**src/rtl/seq_detect_param.sv**
```systemverilog
// Parametrised serial pattern detector with don't-care mask and runtime overlap mode.
// Optional saturating match counter is built when SEQ_DET_MATCH_CNT_EN is defined.
module seq_detect_param #(
  parameter int                 PAT_W       = 4,
  parameter int                 CNT_W       = 8,
  parameter logic [PAT_W-1:0]   DEFAULT_PAT = PAT_W'(4'b1011)
) (
  input  logic             clk,
  input  logic             rst,
  input  logic             data_valid,
  input  logic             data,
  input  logic             cfg_load,
  input  logic [PAT_W-1:0] cfg_pattern,
  input  logic [PAT_W-1:0] cfg_mask,
  input  logic             cfg_overlap,
  output logic             flag,
  output logic [CNT_W-1:0] match_cnt
);

  localparam int                FILL_W = $clog2(PAT_W + 1);
  localparam logic [FILL_W-1:0] FILL_FULL = FILL_W'(PAT_W);
  localparam logic [FILL_W-1:0] FILL_LAST = FILL_W'(PAT_W - 1);

  typedef enum logic [0:0] {
    ST_FILL  = 1'b0,
    ST_ARMED = 1'b1
  } state_t;

  state_t             state_q, state_d;
  logic [PAT_W-1:0]   hist_q, hist_d;
  logic [FILL_W-1:0]  fill_q, fill_d;
  logic [PAT_W-1:0]   pat_q, pat_d;
  logic [PAT_W-1:0]   mask_q, mask_d;
  logic               overlap_q, overlap_d;
  logic               flag_q, flag_d;

  logic               accept_s;
  logic               window_full_s;
  logic [PAT_W-1:0]   hist_nxt_s;
  logic               match_s;

  always_comb begin
    accept_s      = data_valid & ~cfg_load;
    hist_nxt_s    = {hist_q[PAT_W-2:0], data};
    // The incoming bit completes a window once PAT_W-1 bits are already held.
    window_full_s = (state_q == ST_ARMED) || (fill_q == FILL_LAST);
    match_s       = accept_s && window_full_s &&
                    (((hist_nxt_s ^ pat_q) & mask_q) == {PAT_W{1'b0}});
  end

  always_comb begin
    state_d   = state_q;
    hist_d    = hist_q;
    fill_d    = fill_q;
    pat_d     = pat_q;
    mask_d    = mask_q;
    overlap_d = overlap_q;
    flag_d    = 1'b0;

    if (cfg_load) begin
      pat_d     = cfg_pattern;
      mask_d    = cfg_mask;
      overlap_d = cfg_overlap;
      hist_d    = {PAT_W{1'b0}};
      fill_d    = {FILL_W{1'b0}};
      state_d   = ST_FILL;
    end else if (accept_s) begin
      hist_d = hist_nxt_s;
      fill_d = (fill_q == FILL_FULL) ? fill_q : fill_q + FILL_W'(1);
      flag_d = match_s;
      case (state_q)
        ST_FILL: begin
          if (fill_q == FILL_LAST) begin
            state_d = ST_ARMED;
          end else begin
            state_d = ST_FILL;
          end
        end
        ST_ARMED: begin
          state_d = ST_ARMED;
        end
        default: begin
          state_d = ST_FILL;
        end
      endcase
      // Non-overlap mode restarts from an empty window after each hit.
      if (match_s && !overlap_q) begin
        hist_d  = {PAT_W{1'b0}};
        fill_d  = {FILL_W{1'b0}};
        state_d = ST_FILL;
      end else begin
        hist_d = hist_d;
      end
    end else begin
      flag_d = 1'b0;
    end
  end

  always_ff @(posedge clk) begin
    if (!rst) begin
      state_q   <= ST_FILL;
      hist_q    <= {PAT_W{1'b0}};
      fill_q    <= {FILL_W{1'b0}};
      pat_q     <= DEFAULT_PAT;
      mask_q    <= {PAT_W{1'b1}};
      overlap_q <= 1'b1;
      flag_q    <= 1'b0;
    end else begin
      state_q   <= state_d;
      hist_q    <= hist_d;
      fill_q    <= fill_d;
      pat_q     <= pat_d;
      mask_q    <= mask_d;
      overlap_q <= overlap_d;
      flag_q    <= flag_d;
    end
  end

  assign flag = flag_q;

`ifdef SEQ_DET_MATCH_CNT_EN
  logic [CNT_W-1:0] cnt_q, cnt_d;

  always_comb begin
    cnt_d = cnt_q;
    if (cfg_load) begin
      cnt_d = {CNT_W{1'b0}};
    end else if (match_s && (cnt_q != {CNT_W{1'b1}})) begin
      cnt_d = cnt_q + CNT_W'(1);
    end else begin
      cnt_d = cnt_q;
    end
  end

  always_ff @(posedge clk) begin
    if (!rst) begin
      cnt_q <= {CNT_W{1'b0}};
    end else begin
      cnt_q <= cnt_d;
    end
  end

  assign match_cnt = cnt_q;
`else
  assign match_cnt = {CNT_W{1'b0}};
`endif

endmodule

```
**config.mk**
```make
export PLATFORM = sky130hd
export DESIGN_NAME = seq_detect_param
export DESIGN_NICKNAME = d
export VERILOG_FILES = /design/src/rtl/seq_detect_param.sv
export SDC_FILE = /design/constraint.sdc
export NUM_CORES = 1
export LEC_CHECK = 0
export CAP_MARGIN = 20
export CORE_MARGIN = 5
export CORE_UTILIZATION = 40
export CTS_BUF_LIST = sky130_fd_sc_hd__clkbuf_8
export DETAILED_ROUTE_END_ITERATION = 6
export PLACE_DENSITY = 0.77
export SYNTH_ARGS = -nofsm -noshare
export SYNTH_HDL_FRONTEND = slang
export SYNTH_SLANG_ARGS = --single-unit
```
**constraint.sdc**
```tcl
create_clock -name clk -period 3.1 [get_ports clk]
set_clock_uncertainty 0.1 [all_clocks]
set_input_delay 0.31 -clock clk [delete_from_list [all_inputs] [get_ports clk]]
set_output_delay 0.31 -clock clk [all_outputs]
set_load 0.01 [all_outputs]
```
* After elaboration in Yosys (flattened, before gate mapping)
Index checks and enable logic that the tools add are counted.
** Storage, ports and cells
- Register bits after elaboration :: 17
- Latch bits :: 0
- Memory bits (writable) :: 0
- Bits in read-only memories :: 0
- Input bits :: 14
- Output and inout port bits :: 9
- Logic and storage cells :: 33
- Memories kept :: 0
** Operators by class
- $add $sub $neg :: 1
- Multipliers :: 0
- Div/mod/pow operators :: 0
- $lt $le $gt $ge :: 0
- Equal/unequal tests :: 3
- Shifts and indexed selects :: 0
- Multiplexer cells :: 6
- Bitwise gates (word level) :: 7
- Reduce and logical (&&, ||, !) cells :: 9
** Operators with widths (count)
- 3-bit 2-to-1 mux :: 3
- 4-bit bitwise AND :: 1
- 4-bit logical NOT :: 1
- 1-bit inverter :: 4
- 4-bit bitwise XOR :: 1
- 3-bit by 1-bit adder with 3-bit output (second input constant) :: 1
- 3-bit by 2-bit equality test with 1-bit output (second input constant) :: 1
- 3-bit equality test (second input constant) :: 1
- 1-bit logical AND :: 3
- 3-bit OR reduction :: 1
- 1-bit 2-to-1 mux :: 2
- 2-bit by 1-bit inequality test with 1-bit output (second input constant) :: 1
- 1-bit one-hot mux with 2 select lines :: 1
- 2-bit AND reduction :: 1
- 2-bit OR reduction :: 1
- 1-bit bitwise AND :: 1
- 1-bit logical NOT :: 1
- 1-bit logical OR :: 1

* Depth between registers and ports, before layout
Gate-level depths: netlist of the first run.
- Word-level depth :: 7
- Depth in mapped cells :: 6
- Depth with buffers taken out :: 6

* Least setup slack after synthesis of the first run
OpenSTA, ideal clock, no wires.
- Path kind :: register -> register
- Start :: register fill_q[0]
- End :: register fill_q[2]
- Library setup time :: 0.086 ns
- Data arrival time :: 1.183 ns
- Data required time :: 2.914 ns
- Setup slack :: 1.732 ns
- Cell stages (with the launch flop) :: 6
- Buffers on the path :: 0
- Period minus slack after synthesis :: 1.368 ns
- Path through :: dfxtp_1 -> ha_1 -> ha_1 -> o211ai_4 -> o31ai_1 -> a211oi_1
** Between the ends
- Longest elaborated chain between the ends :: 7
- Elaborated cells on any way between the ends :: 11
- Those cells by class :: add/sub: 1; eq/ne: 3; mux: 2; reduce/logical: 5
** Ends and longest elaborated chain
- from (decl) :: RTL line 31 : logic [FILL_W-1:0] fill_q, fill_d;
- from (signal assigned) :: RTL line 103 : fill_q <= {FILL_W{1'b0}};
- from (signal assigned) :: RTL line 111 : fill_q <= fill_d;
- 3-bit by 2-bit equality test with 1-bit output :: RTL line 46 : window_full_s = (state_q == ST_ARMED) || (fill_q == FILL_LAST);
- 1-bit logical OR :: RTL line 46
- 1-bit logical AND (2 in series) :: RTL line 47 : match_s = accept_s && window_full_s &&
- 1-bit logical AND :: RTL line 87 : if (match_s && !overlap_q) begin
- 2-bit by 1-bit inequality test with 1-bit output (no source line)
- 2-bit AND reduction (no source line)
Several ways; a longest one is shown, not always the timed one. The select of a mux whose other input is x is not followed.
A chain may end at the register's enable or synchronous reset.

* Worst setup path after layout of the first run
- Start :: input port cfg_load
- End :: register hist_q[0]
** Between the ends
- Longest elaborated chain between the ends :: 6
- Elaborated cells on any way between the ends :: 7
- Those cells by class :: mux: 1; bitwise: 2; reduce/logical: 4
** Ends and longest elaborated chain
- from (decl) :: RTL line 12 : input logic cfg_load,
- 1-bit inverter :: RTL line 43 : accept_s = data_valid & ~cfg_load;
- 1-bit bitwise AND :: RTL line 43
- 1-bit logical AND (2 in series) :: RTL line 47
- 1-bit logical AND :: RTL line 87
- 3-bit 2-to-1 mux :: RTL line 87
- to (signal assigned) :: RTL line 102 : hist_q <= {PAT_W{1'b0}};
- to (signal assigned) :: RTL line 110 : hist_q <= hist_d;
- to (decl) :: RTL line 30 : logic [PAT_W-1:0] hist_q, hist_d;
Several ways; a longest one is shown, not always the timed one.

==> summary.txt, run 1 <==
Status
  • Outcome: finished clean

Route
  • Via count: 625
  • Initial drt markers: 16
  • DRC errors left: 0
  • Drt total wl: 1560 um
  • Routed Antenna Nets: 0
  • Average via count per standard cell: 4.73
  • Wire per inst: 11.8 um
  • DRT Pass-1 Iters: 4

Finish
  • Most common cell after layout, fill and taps aside: dfxtp_1
  • Layout Cells excl Fill: 132
  • Share of cells above drive strength 1: 8.57%
  • Most frequent cells in the layout: dfxtp_1, clkdlybuf4s50_1, nand2_1
  • Final nets: 123
  • Synth-to-layout area growth: 20.9%
  • N_diodes: 0
  • Fillers: 197

Clock network
  • Cts hold-fix bufs: 0
  • Cts bufs inserted: 3
  • Setup Fix Bufs, Post-CTS: 0
  • Cts repair resizes: 0
  • CTS tree: built
  • H-tree depth: 1
  • Worst skew pair latency: 0.25 ns
  • Clock sinks: 17
  • Reg clk slew, reported paths: 0.06 ns
  • Clk root buf: clkbuf_8
  • Maximum root-to-sink buffer count: 2

Timing
  • Setup-failing EPs final: 0
  • Slew Limit Fails: 0
  • Post-Route Setup TNS: 0 ns
  • Fmax: 602 MHz
  • RSZ-0062 raised after global routing: no
  • Worst hold slack: 0.400 ns
  • Count of final hold-check violations: 0
  • Final period util: 53.6%
  • Min cycle time layout: 1.66 ns

Floorplanning
  • Core area: 2000 um^2
  • Die span in y: 56.4 um
  • Ports: 23
  • Die W: 56.4 um
  • Die area: 3180 um^2
  • Row cnt: 16
  • Initial Utilization: 43.1%

Synthesis
  • Cell variety after synth: 28
  • Netlist Area Pre-Place: 862 um^2
  • Mean Syn Cell Area: 9.58 um^2
  • Number of synthesized flops with an enable pin: 0
  • Count of yosys warnings during synthesis: 0
  • FF+latch count, synth: 17
  • Primary FF master, synth: dfxtp_1
  • Post-Syn Instances: 90
  • Post-synthesis sequential area ratio: 39.5%
  • Share of synthesized registers carrying an async set or reset: 0%

Global route
  • Number of global-route vias before repair: 620
  • Grt ovf: 0
  • Total Routing Usage GR: 10.8%
  • Initial antenna violation count: 0
  • Largest net degree at the start of global routing: 13
  • First-pass GRT wire length: 2770 um

Critical path
  • Critical Path End Type: flip-flop
  • Worst Setup SP: cfg_load
  • Startpoint types: input port
  • Worst flop-to-flop path endpoint: fill_q[2]$_SDFFE_PP0P_
  • Crit path to: hist_q[0]$_SDFFE_PP0N_
  • WS Path Type: input port to flip-flop
  • Worst flop-to-flop path startpoint: fill_q[0]$_SDFFE_PP0P_
  • Reg2Reg Setup Slack: 1.65 ns
  • Worst reg-to-reg path cell count: 5
  • Crit Path Max Fanout: 12
  • Arrival time worst endpoint: 1.69 ns
  • Required @ worst endpoint: 3.13 ns

Min path
  • Worst min path class: flip-flop to flip-flop
  • Hold path cells: 2

Pwr
  • PD cells: 443 nW/um^2
  • Largest vdd supply drop: 0.231 mV
  • Leak pwr: 0.421 nW

Placement
  • Inst Count DP: 128
  • Global placement routability congestion: 0.736
  • Final HPWL DP: 1200 um
  • Buffers on Ports: 14

Job
  • Maxcap violations: 0
==> logic make-up after synthesis <==
group,synth area share [%]
AO/OA/AOI/OAI,16.7
XOR/XNOR,5.08
adder cells (fa/ha/maj),4.35
buffers and inverters,10.3
flip-flops,39.5
multiplexers,9.29
other,0.435
AND/OR/NAND/NOR,14.4
==> registers in the layout (all words and copies together), names as in the netlist <==
register / cells
pat_q: 4
hist_q: 3
state_q: 1
flag: 1
fill_q: 3
overlap_q: 1
mask_q: 4
==> stage by stage <==
stage | total power, mW | util, % | area [um^2] | setup WS, ns
floorplan | 0.286 | - | 888 | 1.73
global placement | 0.302 | 49.8 | 996 | 1.18
detailed placement | 0.303 | 49.8 | 996 | 1.17
CTS | 0.466 | 52.1 | 1040 | 1.43
global route | 0.485 | 52.1 | 1040 | 1.36
finish | 0.462 | 52.1 | 1040 | 1.44
==> synthesized netlist by cell type (2+ instances only) <==
master | count | area [um^2]
inv_1 | 4 | 15.0
xor2_1 | 4 | 35.0
nand2_1 | 11 | 41.3
o311ai_1 | 3 | 26.3
mux2i_1 | 8 | 80.1
ha_1 | 3 | 37.5
nor3_1 | 3 | 15.0
nor2_1 | 2 | 7.51
a21oi_1 | 5 | 25.0
dfxtp_1 | 17 | 340
buf_2 | 2 | 10.0
a22o_4 | 2 | 35.0
nand2b_1 | 4 | 25.0
buf_4 | 8 | 60.1
==> metal layers <==
metal	vias to the layer above	track usage, %	routed length [um]
li1	322	-	-
met1	287	12.8	698
met2	12	16.8	735
met3	4	3.67	88
met4	0	6.10	34
met5	-	0	0
==> power by group <==
| group | total [mW] | internal (mW) | leakage [nW] | switching, mW |
|---|---|---|---|---|
| Sequential | 0.233 | 0.227 | 0.139 | 0.00580 |
| Combinational | 0.0652 | 0.0340 | 0.256 | 0.0312 |
| Clock | 0.163 | 0.0890 | 0.0255 | 0.0742 |
==> cell type report <==
cell class / instances / area (um^2) / share of cell area (%)
clock buffers: 3 / 41.3 / 3.96
clock inverters: 1 / 5.00 / 0.480
inverters: 4 / 15.0 / 1.44
flip-flops and latches: 17 / 340 / 32.7
well taps: 27 / 33.8 / 3.24
repair buffers: 15 / 148 / 14.2
multi-input cells: 65 / 459 / 44.1
==> worst min-delay path by stage <==
| stage | end | startpoint |
|---|---|---|
| floorplan | mask_q[0]$_SDFFE_PN1P_ | cfg_mask[0] |
| CTS | pat_q[0]$_SDFFE_PN1P_ | pat_q[0]$_SDFFE_PN1P_ |
| finish | mask_q[3]$_SDFFE_PN1P_ | mask_q[3]$_SDFFE_PN1P_ |
| detailed placement | pat_q[0]$_SDFFE_PN1P_ | pat_q[0]$_SDFFE_PN1P_ |
| global route | hist_q[1]$_SDFFE_PP0N_ | hist_q[0]$_SDFFE_PP0N_ |
| global placement | pat_q[0]$_SDFFE_PN1P_ | pat_q[0]$_SDFFE_PN1P_ |
==> worst max-delay path, cell delays in order <==
cell             delay [ns]
clkdlybuf4s50_1        0.39
buf_4                  0.19
and2b_2                0.31
o211ai_4               0.12
o311ai_1               0.25
a21oi_1                0.11
Note: power is estimated with default switching activity, not from simulation.
==> run 2: changes to the inputs <==
--- a/config.mk
+++ b/config.mk
@@ -10,7 +10,7 @@
 export CORE_UTILIZATION = 40
 export CTS_BUF_LIST = sky130_fd_sc_hd__clkbuf_8
 export DETAILED_ROUTE_END_ITERATION = 6
-export PLACE_DENSITY = 0.77
+export PLACE_DENSITY = 0.8
 export SYNTH_ARGS = -nofsm -noshare
 export SYNTH_HDL_FRONTEND = slang
 export SYNTH_SLANG_ARGS = --single-unit
==> constraint.sdc (replaced) <==
create_clock -name clk -period 1.5 [get_ports clk]
set_clock_uncertainty 0.1 [all_clocks]
set_input_delay 0.15 -clock clk [delete_from_list [all_inputs] [get_ports clk]]
set_output_delay 0.15 -clock clk [all_outputs]
set_load 0.01 [all_outputs]
==> summary.txt, run 2 (synthesis gave the netlist of run 1 again) <==
Floorplanning
  • Initial Utilization: 43.1%
  • Ports: 23
  • Die span in y: 56.4 um
  • Row cnt: 16
  • Die W: 56.4 um
  • Core area: 2000 um^2
  • Die area: 3180 um^2

Critical path
  • Worst stage delay on the critical path: 0.33 ns
  • Critical Path End Type: flip-flop
  • Required @ worst endpoint: 1.57 ns
  • WS Path Type: flip-flop to flip-flop
  • CP Cell Sequence: ha_1, ha_2, o211ai_4, o31ai_2, a211oi_2
  • Arrival time worst endpoint: 1.52 ns
  • Startpoint types: flip-flop
  • Slowest-stage cell, CP: dfxtp_2
  • WP buf/inv: 0
  • Crit Path Max Fanout: 6
  • Top delay family on crit path: compound AO/OA/AOI/OAI gates

Status
  • Outcome: finished clean

Timing
  • Setup-failing EPs final: 0
  • Min cycle time layout: 1.45 ns
  • Slew Limit Fails: 0
  • Final period util: 96.6%
  • Count of final hold-check violations: 0
  • Worst hold slack: 0.384 ns
  • Fmax: 690 MHz
  • RSZ-0062 raised after global routing: yes

Global route
  • Grt ovf: 0
  • Largest net degree at the start of global routing: 10
  • First-pass GRT wire length: 2780 um
  • Initial antenna violation count: 0
  • Total Routing Usage GR: 11.0%
  • Number of global-route vias before repair: 632

Placement
  • Global placement routability congestion: 0.725
  • Area after DPL: 1030 um^2
  • Final HPWL DP: 1220 um
  • Buffers on Ports: 14
  • Inst Count DP: 132

Clock network
  • H-tree depth: 1
  • Setup Fix Bufs, Post-CTS: 0
  • Worst skew pair latency: 0.25 ns
  • CTS tree: built
  • Cts bufs inserted: 3
  • Clk root buf: clkbuf_8
  • Reg clk slew, reported paths: 0.06 ns
  • Cts hold-fix bufs: 0
  • Maximum root-to-sink buffer count: 2
  • Clock sinks: 17

Job
  • Maxcap violations: 0

Pwr
  • Leak pwr: 0.443 nW
  • PD cells: 876 nW/um^2
  • Largest vdd supply drop: 0.463 mV
  • Power, Total: 0.957 mW

Finish
  • Final Cell Area: 1090 um^2
  • Most frequent cells in the layout: dfxtp_1, clkdlybuf4s50_1, nand2_1
  • Core Util, Final: 54.6%
  • Final nets: 127
  • Layout Cells excl Fill: 136
  • N_diodes: 0
  • Most common cell after layout, fill and taps aside: dfxtp_1
  • Share of cells above drive strength 1: 15.6%
  • Synth-to-layout area growth: 26.7%
  • Biggest regs: mask_q x4, pat_q x4

Route
  • Average via count per standard cell: 4.69
  • Wire per inst: 11.8 um
  • Via count: 638
  • Drt total wl: 1600 um
  • Routed Antenna Nets: 0
  • DRT Pass-1 Iters: 2
  • Initial drt markers: 6
  • DRC errors left: 0

Min path
  • Worst min path class: input port to flip-flop
[run 2: metal layers]
layer / part of all wire, % / vias to the layer above / track usage (%)
met2: 50 / 14 / 17.5
met1: 42 / 290 / 12.8
met5: 0 / - / 0
li1: - / 332 / -
met3: 6.6 / 2 / 4.36
met4: 1.3 / 0 / 5.08
[run 2: layout make-up]
cell class	instances	area, um^2
Inverter	4	15.0
Timing Repair Buffer	19	178
Sequential cell	17	342
Clock buffer	3	41.3
Multi-Input combinational cell	65	479
Fill cell	187	910
Clock inverter	1	3.75
Tap cell	27	33.8
[run 2: through the flow]
stage	worst slack (ns)	setup TNS, ns
6_report	0.0516	0
5_1_grt	-0.0167	-0.0167
4_1_cts	0.0274	0
3_5_place_dp	-0.153	-0.842
3_3_place_gp	-0.162	-0.861
2_1_floorplan	0.132	0
[run 2: what timing repair did]
action | CTS | global route
pin swaps | 2 | 3
setup endpoints to repair | 1 | 6
gates resized for setup | 1 | 4
[run 2: worst paths after layout]
check / startpoint / to / slack, ns / cells after the start
max: fill_q[1]$_SDFFE_PP0P_ / fill_q[2]$_SDFFE_PP0P_ / 0.05 / 5
min: cfg_overlap / overlap_q$_SDFFE_PN1P_ / 0.38 / 3
max reg2reg: fill_q[1]$_SDFFE_PP0P_ / fill_q[2]$_SDFFE_PP0P_ / 0.05 / 5
min reg2reg: fill_q[1]$_SDFFE_PP0P_ / fill_q[1]$_SDFFE_PP0P_ / 0.39 / 2
[run 2: worst register-to-register path, cell delays in order, from the launching register on]
cell	delay (ns)
dfxtp_2	0.33
ha_1	0.18
ha_2	0.20
o211ai_4	0.26
o31ai_2	0.10
a211oi_2	0.20
[run 2: where the power goes]
part	leakage (nW)	switching (mW)	internal [mW]	total, mW
clock	0.0269	0.144	0.181	0.325
combinational	0.276	0.0708	0.0784	0.149
sequential	0.140	0.0119	0.470	0.482
total	0.443	0.227	0.730	0.957
==> run 3: changes to the inputs <==
--- a/config.mk
+++ b/config.mk
@@ -10,7 +10,9 @@
 export CORE_UTILIZATION = 40
 export CTS_BUF_LIST = sky130_fd_sc_hd__clkbuf_8
 export DETAILED_ROUTE_END_ITERATION = 6
+export MAX_ROUTING_LAYER = met4
 export PLACE_DENSITY = 0.8
+export SKIP_CTS_REPAIR_TIMING = 1
 export SYNTH_ARGS = -nofsm -noshare
 export SYNTH_HDL_FRONTEND = slang
 export SYNTH_SLANG_ARGS = --single-unit
==> summary.txt, run 3 (synthesis gave the netlist of run 1 again) <==
Critical path
  • WS Path Type: flip-flop to flip-flop
  • Top delay family on crit path: adder cells
  • WP buf/inv: 0
  • Worst flop-to-flop path startpoint: fill_q[1]$_SDFFE_PP0P_
  • Arrival time worst endpoint: 1.55 ns
  • Required @ worst endpoint: 1.57 ns
  • Worst stage delay on the critical path: 0.33 ns
  • Reg2Reg Setup Slack: 0.02 ns
  • Startpoint types: flip-flop
  • CP dominant cell by count: nor3_1
  • Worst flop-to-flop path endpoint: fill_q[0]$_SDFFE_PP0P_
  • Slowest-stage cell, CP: dfxtp_2
  • Crit Path Max Fanout: 6
  • Critical Path End Type: flip-flop
  • CP Cell Sequence: ha_1, ha_2, o211ai_4, nor3_1, nor3_1
  • Worst reg-to-reg path cell count: 5

Clock network
  • H-tree depth: 1
  • Worst skew pair latency: 0.25 ns
  • Reg clk slew, reported paths: 0.06 ns
  • Clock sinks: 17
  • Maximum root-to-sink buffer count: 2
  • CTS tree: built
  • Clk root buf: clkbuf_8
  • Cts bufs inserted: 3

Floorplanning
  • Die area: 3180 um^2
  • Ports: 23
  • Row cnt: 16
  • Die W: 56.4 um
  • Initial Utilization: 43.1%
  • Die span in y: 56.4 um
  • Core area: 2000 um^2

Timing
  • Setup-failing EPs final: 0
  • Slew Limit Fails: 0
  • Min cycle time layout: 1.48 ns
  • Count of final hold-check violations: 0
  • Post-Route Setup TNS: 0 ns
  • Final period util: 98.4%
  • Fmax: 678 MHz
  • Worst hold slack: 0.383 ns
  • RSZ-0062 raised after global routing: yes

Finish
  • Most common cell after layout, fill and taps aside: dfxtp_1
  • Synth-to-layout area growth: 27.6%
  • Biggest regs: mask_q x4, pat_q x4
  • Layout Cells excl Fill: 136
  • Most frequent cells in the layout: dfxtp_1, clkdlybuf4s50_1, nand2_1
  • Core Util, Final: 54.9%
  • Final nets: 127
  • N_diodes: 0
  • Share of cells above drive strength 1: 16.5%

Route
  • Initial drt markers: 6
  • DRC errors left: 0
  • Via count: 641
  • Average via count per standard cell: 4.71
  • DRT Pass-1 Iters: 2
  • Drt total wl: 1610 um
  • Routed Antenna Nets: 0
  • Wire per inst: 11.9 um

Global route
  • Grt ovf: 0
  • Number of global-route vias before repair: 615
  • Largest net degree at the start of global routing: 10
  • Initial antenna violation count: 0
  • Total Routing Usage GR: 11.2%
  • First-pass GRT wire length: 2740 um

Job
  • Maxcap violations: 0

Min path
  • Worst min path class: input port to flip-flop
  • Hold path cells: 3
  • Min-delay src: cfg_overlap
  • Hold endpoint: overlap_q$_SDFFE_PN1P_

Placement
  • Inst Count DP: 132
  • Final HPWL DP: 1220 um
  • Global placement routability congestion: 0.733
  • Buffers on Ports: 14

Pwr
  • Largest vdd supply drop: 0.463 mV
  • PD cells: 871 nW/um^2
  • Power, Total: 0.958 mW
  • Leak pwr: 0.443 nW

Status
  • Outcome: finished clean
run 3: cell types whose count changed in the layout (fill, tap and decap cells not counted):
| cell | delta |
|---|---|
| o311ai_1 | -1 |
| o311ai_2 | +1 |
run 3: routing by layer:
metal	wire length [um]	track usage (%)	part of all wire (%)
met2	793	17.2	49
met5	0	-	0
met1	693	12.8	43
met3	104	4.36	6.5
met4	21	5.08	1.3
run 3: worst max path at each step:
stage                            from                      to  slack (ns)  cells after the start
2_1_floorplan  fill_q[0]$_SDFFE_PP0P_  fill_q[2]$_SDFFE_PP0P_        0.13                      5
3_3_place_gp                     data  hist_q[0]$_SDFFE_PP0N_       -0.16                      5
3_5_place_dp                     data  hist_q[0]$_SDFFE_PP0N_       -0.15                      5
4_1_cts        fill_q[1]$_SDFFE_PP0P_  fill_q[2]$_SDFFE_PP0P_       -0.02                      5
5_1_grt        fill_q[1]$_SDFFE_PP0P_  fill_q[0]$_SDFFE_PP0P_       -0.03                      5
6_report       fill_q[1]$_SDFFE_PP0P_  fill_q[0]$_SDFFE_PP0P_        0.02                      5
run 3: layout make-up:
type,instances,area [um^2]
clock buffer,3,41.3
clock inverter,1,3.75
fill,185,902
inverter,4,15.0
multi-input combinational,65,487
sequential,17,342
tap,27,33.8
timing repair buffer,19,178
run 3: through the flow:
stage	instance area [um^2]	setup slack, ns
detailed placement	1030	-0.153
finish	1100	0.0241
global route	1100	-0.0260
global placement	1030	-0.162
floorplan	888	0.132
CTS	1070	-0.0190
run 3: where the power goes:
part | switching [mW] | leakage [nW] | internal (mW)
combinational | 0.0721 | 0.276 | 0.0785
clock | 0.144 | 0.0269 | 0.181
sequential | 0.0120 | 0.140 | 0.470
run 3: worst min-delay path: stages:
cell             delay, ns
clkdlybuf4s50_1       0.39
nand2_1               0.06
o211ai_1              0.07
